==> src/rtl/reset_sequencer_if.sv <==
// reset_sequencer_if: bundles the lock/request inputs and the staged reset
// outputs of reset_sequencer so the sequencer and its environment share one
// port.
//   locked      lock indication from the clock generator (asynchronous)
//   soft_req    single-cycle software reset request, synchronous to clk
//   rst_out     N_OUT active-high staged resets
//   done        high while every rst_out bit is released
//   relock_cnt  saturating count of lock-loss events
//   fsm_state   current sequencer state, for observation only
// There is no valid/ready pairing here: soft_req is a fire-and-forget pulse
// that is acted on in the cycle it is sampled high, and the outputs are
// level signals that are always valid outside reset.
interface reset_sequencer_if #(
  parameter int N_OUT = 4
);
  logic             locked;
  logic             soft_req;
  logic [N_OUT-1:0] rst_out;
  logic             done;
  logic [7:0]       relock_cnt;
  logic [1:0]       fsm_state;

  // Sequencer side.
  modport master (
    input  locked,
    input  soft_req,
    output rst_out,
    output done,
    output relock_cnt,
    output fsm_state
  );

  // Environment side: clock generator / software and the reset consumers.
  modport slave (
    output locked,
    output soft_req,
    input  rst_out,
    input  done,
    input  relock_cnt,
    input  fsm_state
  );
endinterface

==> src/rtl/reset_sequencer.sv <==
// reset_sequencer: holds a bank of active-high resets asserted until the
// clock generator's lock has been stable for a filter interval plus a hold
// time, then releases the resets one at a time in index order, spaced by a
// fixed gap. Losing lock or a software request reasserts every output at once.
//   clk  system clock, rising edge
//   rst  asynchronous active-high reset; forces all outputs asserted
//   bus  reset_sequencer_if.master (locked, soft_req in; rst_out, done,
//        relock_cnt, fsm_state out)
module reset_sequencer #(
  parameter int N_OUT       = 4,
  parameter int SYNC_STAGES = 2,
  parameter int LOCK_FILTER = 4,
  parameter int HOLD_CYCLES = 16,
  parameter int STAGE_GAP   = 8
) (
  input logic                clk,
  input logic                rst,
  reset_sequencer_if.master  bus
);

  localparam int CNT_MAX_LH = (LOCK_FILTER > HOLD_CYCLES) ? LOCK_FILTER : HOLD_CYCLES;
  localparam int CNT_MAX    = (CNT_MAX_LH > STAGE_GAP) ? CNT_MAX_LH : STAGE_GAP;
  localparam int CW         = (CNT_MAX > 1) ? $clog2(CNT_MAX) : 1;
  localparam int IW         = (N_OUT > 1) ? $clog2(N_OUT) : 1;

  localparam logic [CW-1:0] FILTER_LAST = CW'(LOCK_FILTER - 1);
  localparam logic [CW-1:0] HOLD_LAST   = CW'(HOLD_CYCLES - 1);
  localparam logic [CW-1:0] GAP_LAST    = CW'(STAGE_GAP - 1);
  localparam logic [IW-1:0] IDX_LAST    = IW'(N_OUT - 1);

  typedef enum logic [1:0] {
    WAIT_LOCK = 2'd0,
    HOLD      = 2'd1,
    STAGE     = 2'd2,
    RUN       = 2'd3
  } state_t;

  logic [SYNC_STAGES-1:0] sync_q;
  logic                   locked_s;

  state_t           state_q, state_n;
  logic [CW-1:0]    cnt_q, cnt_n;
  logic [IW-1:0]    idx_q, idx_n;
  logic [N_OUT-1:0] rst_out_q, rst_out_n;
  logic             done_q, done_n;
  logic [7:0]       relock_q, relock_n;

  logic lock_lost;

  assign locked_s = sync_q[SYNC_STAGES-1];

  // Lock is only "lost" once we have left WAIT_LOCK; a low lock while still
  // waiting just keeps the filter counter at zero.
  assign lock_lost = !locked_s && (state_q != WAIT_LOCK);

  always_ff @(posedge clk or posedge rst) begin
    if (rst) begin
      sync_q    <= '0;
      state_q   <= WAIT_LOCK;
      cnt_q     <= '0;
      idx_q     <= '0;
      rst_out_q <= '1;
      done_q    <= 1'b0;
      relock_q  <= 8'd0;
    end else begin
      sync_q    <= {sync_q[SYNC_STAGES-2:0], bus.locked};
      state_q   <= state_n;
      cnt_q     <= cnt_n;
      idx_q     <= idx_n;
      rst_out_q <= rst_out_n;
      done_q    <= done_n;
      relock_q  <= relock_n;
    end
  end

  always_comb begin
    state_n   = state_q;
    cnt_n     = cnt_q;
    idx_n     = idx_q;
    rst_out_n = rst_out_q;
    done_n    = done_q;
    relock_n  = relock_q;

    if (lock_lost || bus.soft_req) begin
      // A simultaneous lock loss and soft request is one abort and one count.
      state_n   = WAIT_LOCK;
      cnt_n     = '0;
      idx_n     = '0;
      rst_out_n = '1;
      done_n    = 1'b0;
      if (lock_lost && (relock_q != 8'hFF)) begin
        relock_n = relock_q + 8'd1;
      end
    end else begin
      unique case (state_q)
        WAIT_LOCK: begin
          if (!locked_s) begin
            cnt_n = '0;
          end else if (cnt_q == FILTER_LAST) begin
            state_n = HOLD;
            cnt_n   = '0;
          end else begin
            cnt_n = cnt_q + 1'b1;
          end
        end
        HOLD: begin
          if (cnt_q == HOLD_LAST) begin
            cnt_n        = '0;
            rst_out_n[0] = 1'b0;
            if (N_OUT == 1) begin
              state_n = RUN;
              done_n  = 1'b1;
            end else begin
              state_n = STAGE;
              idx_n   = IW'(1);
            end
          end else begin
            cnt_n = cnt_q + 1'b1;
          end
        end
        STAGE: begin
          if (cnt_q == GAP_LAST) begin
            cnt_n = '0;
            for (int k = 0; k < N_OUT; k++) begin
              if (IW'(k) == idx_q) begin
                rst_out_n[k] = 1'b0;
              end
            end
            if (idx_q == IDX_LAST) begin
              state_n = RUN;
              done_n  = 1'b1;
            end else begin
              idx_n = idx_q + 1'b1;
            end
          end else begin
            cnt_n = cnt_q + 1'b1;
          end
        end
        RUN: begin
          rst_out_n = '0;
          done_n    = 1'b1;
        end
        default: begin
          state_n   = WAIT_LOCK;
          cnt_n     = '0;
          idx_n     = '0;
          rst_out_n = '1;
          done_n    = 1'b0;
        end
      endcase
    end
  end

  assign bus.rst_out    = rst_out_q;
  assign bus.done       = done_q;
  assign bus.relock_cnt = relock_q;
  assign bus.fsm_state  = state_q;

endmodule

==> src/flat_wrapper.sv <==
// flat-port wrapper written by rule: the top's interface ports become plain ports
module reset_sequencer_flat 
#(
  parameter int N_OUT       = 4,
  parameter int SYNC_STAGES = 2,
  parameter int LOCK_FILTER = 4,
  parameter int HOLD_CYCLES = 16,
  parameter int STAGE_GAP   = 8
)
  (clk, rst, bus_locked, bus_soft_req, bus_rst_out, bus_done, bus_relock_cnt, bus_fsm_state);
  reset_sequencer_if #(.N_OUT(N_OUT)) bus_i ();
  input logic clk;
  input logic rst;
  input wire logic [$bits(bus_i.locked)-1:0] bus_locked;
  input wire logic [$bits(bus_i.soft_req)-1:0] bus_soft_req;
  output wire logic [$bits(bus_i.rst_out)-1:0] bus_rst_out;
  output wire logic [$bits(bus_i.done)-1:0] bus_done;
  output wire logic [$bits(bus_i.relock_cnt)-1:0] bus_relock_cnt;
  output wire logic [$bits(bus_i.fsm_state)-1:0] bus_fsm_state;
  assign bus_i.locked = bus_locked;
  assign bus_i.soft_req = bus_soft_req;
  assign bus_rst_out = bus_i.rst_out;
  assign bus_done = bus_i.done;
  assign bus_relock_cnt = bus_i.relock_cnt;
  assign bus_fsm_state = bus_i.fsm_state;
  reset_sequencer #(.N_OUT(N_OUT), .SYNC_STAGES(SYNC_STAGES), .LOCK_FILTER(LOCK_FILTER), .HOLD_CYCLES(HOLD_CYCLES), .STAGE_GAP(STAGE_GAP)) u_core (.clk(clk), .rst(rst), .bus(bus_i));
endmodule
==> config.mk <==
export PLATFORM = sky130hd
export DESIGN_NAME = reset_sequencer_flat
export DESIGN_NICKNAME = d
export VERILOG_FILES = /design/src/rtl/reset_sequencer_if.sv /design/src/rtl/reset_sequencer.sv /design/src/flat_wrapper.sv
export SDC_FILE = /design/constraint.sdc
export NUM_CORES = 1
export LEC_CHECK = 0
export BUFFER_PORTS_ARGS = -buffer_cell sky130_fd_sc_hd__buf_2
export CAP_MARGIN = 20
export CORE_MARGIN = 2
export CORE_UTILIZATION = 58
export DETAILED_ROUTE_END_ITERATION = 6
export GPL_ROUTABILITY_DRIVEN = 0
export GPL_TIMING_DRIVEN = 0
export PLACE_DENSITY = 0.91
export SLEW_MARGIN = 20
export SYNTH_ARGS = -nofsm -noshare
export SYNTH_HDL_FRONTEND = slang
export SYNTH_SLANG_ARGS = --single-unit
==> constraint.sdc <==
create_clock -name clk -period 4.35 [get_ports clk]
set_input_delay 0.6525 -clock clk [delete_from_list [all_inputs] [get_ports clk]]
set_output_delay 0.6525 -clock clk [all_outputs]
set_load 0.02 [all_outputs]
==> impl_results.md <==
- # resized after CTS: 0
- Synth area leaders: dfrtp_1 (36%), ha_1 (9.5%), dfstp_2 (8.0%)
- Largest net degree at the start of global routing: 24
- Post-synthesis simple-gate area fraction: 21.56%
- Fin area: 1463 µm²
- Syn Inst Count: 132
- Syn nets: 146
- Via count: 1042
- Global-route wire length before repair: 4312 µm
- Multiplexer share of the synthesized area: 1.718%
- Setup Fix Bufs, Post-CTS: 0
- Critical path required time: 4590 ps
- Main synth FF type: dfrtp_1
- IO Count: 19
- Largest area contributor in the netlist: dfrtp_1
- Slew at the pin closest to its max-slew limit: 878.7 ps
- F_max: 515.0 MHz
- Max-cap viol count: 0
- DIE WIDTH: 51.55 µm
- WL final: 2520 µm
- GRT overflow: 0
- Initial antenna violation count: 0
- Crit path time final: 1942 ps
- TNS Setup: 0 ps
- Final Hold Vio Count: 0
- Post-Synth Adder-Cell Area: 9.542%
- Port bufs: 18
- Placed Area: 1436 µm²
- Crit Path Max Fanout: 6
- Via count of the first global-routing pass: 993
- Synth cell types: 40
- Syn avg cell area: 9.934 µm²
- Cells after DPL: 178
- Final period util: 44.63%
- Hold Crit Class: reg2reg
- Switching Share: 39.55%
- DR pass1 iterations: 4
- CP Data Arrival Time: 2190 ps
- Most frequent cell after synthesis: nand2_1
- Clock sink count: 23
- Antenna diode count: 0
- FFs w/ async S/R, synth: 100.0%
- Share of cells above drive strength 1: 24.03%
- CTS tree: built
- Residual DRC count: 0
- # hold bufs at CTS: 0
- Logic gate share of total power: 37.9%
- Total track usage: 22.35%
- Row cnt: 17
- LEAKAGE: 0.6619 nW
- Final setup viols: 0
- Skew final: 4.047 ps
- Total CTS buffers: 3
- Starting density of the core: 60.44%
- DR WL/cell: 13.85 µm
- First DRT Iteration DRCs: 17
- Area fraction in compound gates after synthesis: 15.27%
- Total power per unit cell area: 427.6 nW/µm²
- Die height: 51.55 µm
- Status: finished, final reports clean
- Setup CP Type: reg2reg
- Max Buffers Root-to-Sink: 2
- Flops & latches, synth: 23
- Worst relative slew slack: 41.35%
- Worst-path clk slew: 120 ps
- CTS H-tree depth: 1
- Largest family of logic cells by synthesized area: simple AND/OR/NAND/NOR gates
- Reg power frac: 45.7%
- XOR/XNOR Fraction of Synth Area: 4.676%
- WHS: 369.9 ps
- Routed vias/inst: 5.725
- YS warnings: 0
- Clk_lat worst skew: 320 ps
- Sequential share of the synthesized area: 44.27%
- Core area: 2170 µm²
- Internal power: 0.3781 mW
- CTS Root Cell: clkbuf_4
- Final cell count without fillers: 182
- Mapped Area: 1311 µm²
- Clock share of power: 16.4%
- Die area: 2657 µm²
- Detailed Place HPWL: 1919 µm
- # nets final: 169
- Critical Path Start Type: register
- Layout Utilization: 67.42%
- Worst vdd ir: 0.3104 mV
- Area delta synth->final: 11.55%
- Slew Viols, Final: 0
- Share of the synthesized area in the top cell type: 36.26%
- Post-synth EDFFs: 0
- Crit path capture type: register
- ANT nets after route: 0
- Net Switching: 0.2473 mW
- Unrepaired setup endpoints after global routing: no
- Post-synth top cells: nand2_1 (24), dfrtp_1 (19), ha_1 (10), inv_1 (8), o21ai_0 (8)
registers in the layout, summed over array words and instances (netlist names):
signal / count
u_core.bus.done: 1
u_core.bus.fsm_state: 2
u_core.bus.relock_cnt: 8
u_core.bus.rst_out: 4
u_core.cnt_q: 4
u_core.idx_q: 2
u_core.sync_q: 2
final timing paths:
kind,cells after the start,slack [ps],from,endpoint
worst max-delay path,7,2410,u_core.bus.fsm_state[1],u_core.bus.fsm_state[0]
worst min-delay path,0,370,u_core.sync_q[0],u_core.sync_q[1]
worst max register to register,7,2410,u_core.bus.fsm_state[1],u_core.bus.fsm_state[0]
worst min register to register,0,370,u_core.sync_q[0],u_core.sync_q[1]
max in group asynchronous,2,3320,rst,u_core.bus.fsm_state[1]
min in group asynchronous,2,490,rst,u_core.bus.relock_cnt[1]
cell type report:
cell class	instances	area, µm²
Buffer	2	8.758
Inverter	8	30.03
Clock buffer	4	26.28
Fill cell	181	706.9
Sequential cell	23	580.6
Multi-Input combinational cell	99	691.9
Tap cell	28	35.03
Timing Repair Buffer	18	90.09
per-stage QoR:
stage | power (mW) | setup slack [ps]
3_5_place_dp | 0.5255 | 2438
4_1_cts | 0.6282 | 2406
6_report | 0.6254 | 2408
3_3_place_gp | 0.5117 | 2487
2_1_floorplan | 0.4597 | 2463
5_1_grt | 0.6663 | 2220
power by group through the flow:
stage,Sequential (mW),Combinational (mW),Clock (mW)
detailed placement,0.290,0.236,0
global route,0.291,0.263,0.112
global placement,0.285,0.227,0
floorplan,0.314,0.146,0
CTS,0.286,0.238,0.105
finish,0.286,0.237,0.103
placed cells by master (no fill, tap or decap), types with 3 or more instances in the layout:
cell,count
dfstp_2,4
nand2_1,24
a21oi_1,5
o21ai_0,8
nand3_1,3
inv_1,8
nor2_1,6
dfrtp_1,19
ha_1,10
buf_2,19
clkbuf_4,3
xnor2_1,6
and3_1,3
metal layers:
layer  vias to the layer above  track usage [%]  part of all wire, %
li1                        511                -                    -
met1                       500            26.92                   41
met2                        24            38.03                   52
met3                         7            4.023                  4.5
met4                         0            11.84                  2.5
met5                         -                0                    0
critical path: stages (launching register included):
cell,delay [ps]
dfrtp_1,460
inv_1,100
ha_1,240
and4bb_4,390
nand2_1,80
a32oi_2,290
nand2_1,100
a211oi_2,220
cell families after synthesis:
| family | after synthesis |
|---|---|
| simple gates | 53 |
| flops | 23 |
| fa+ha+maj | 10 |
| compound gates | 27 |
| xor+xnor | 7 |
| mux | 2 |
| buf+inv | 10 |
(Power assumes the default switching activity.)
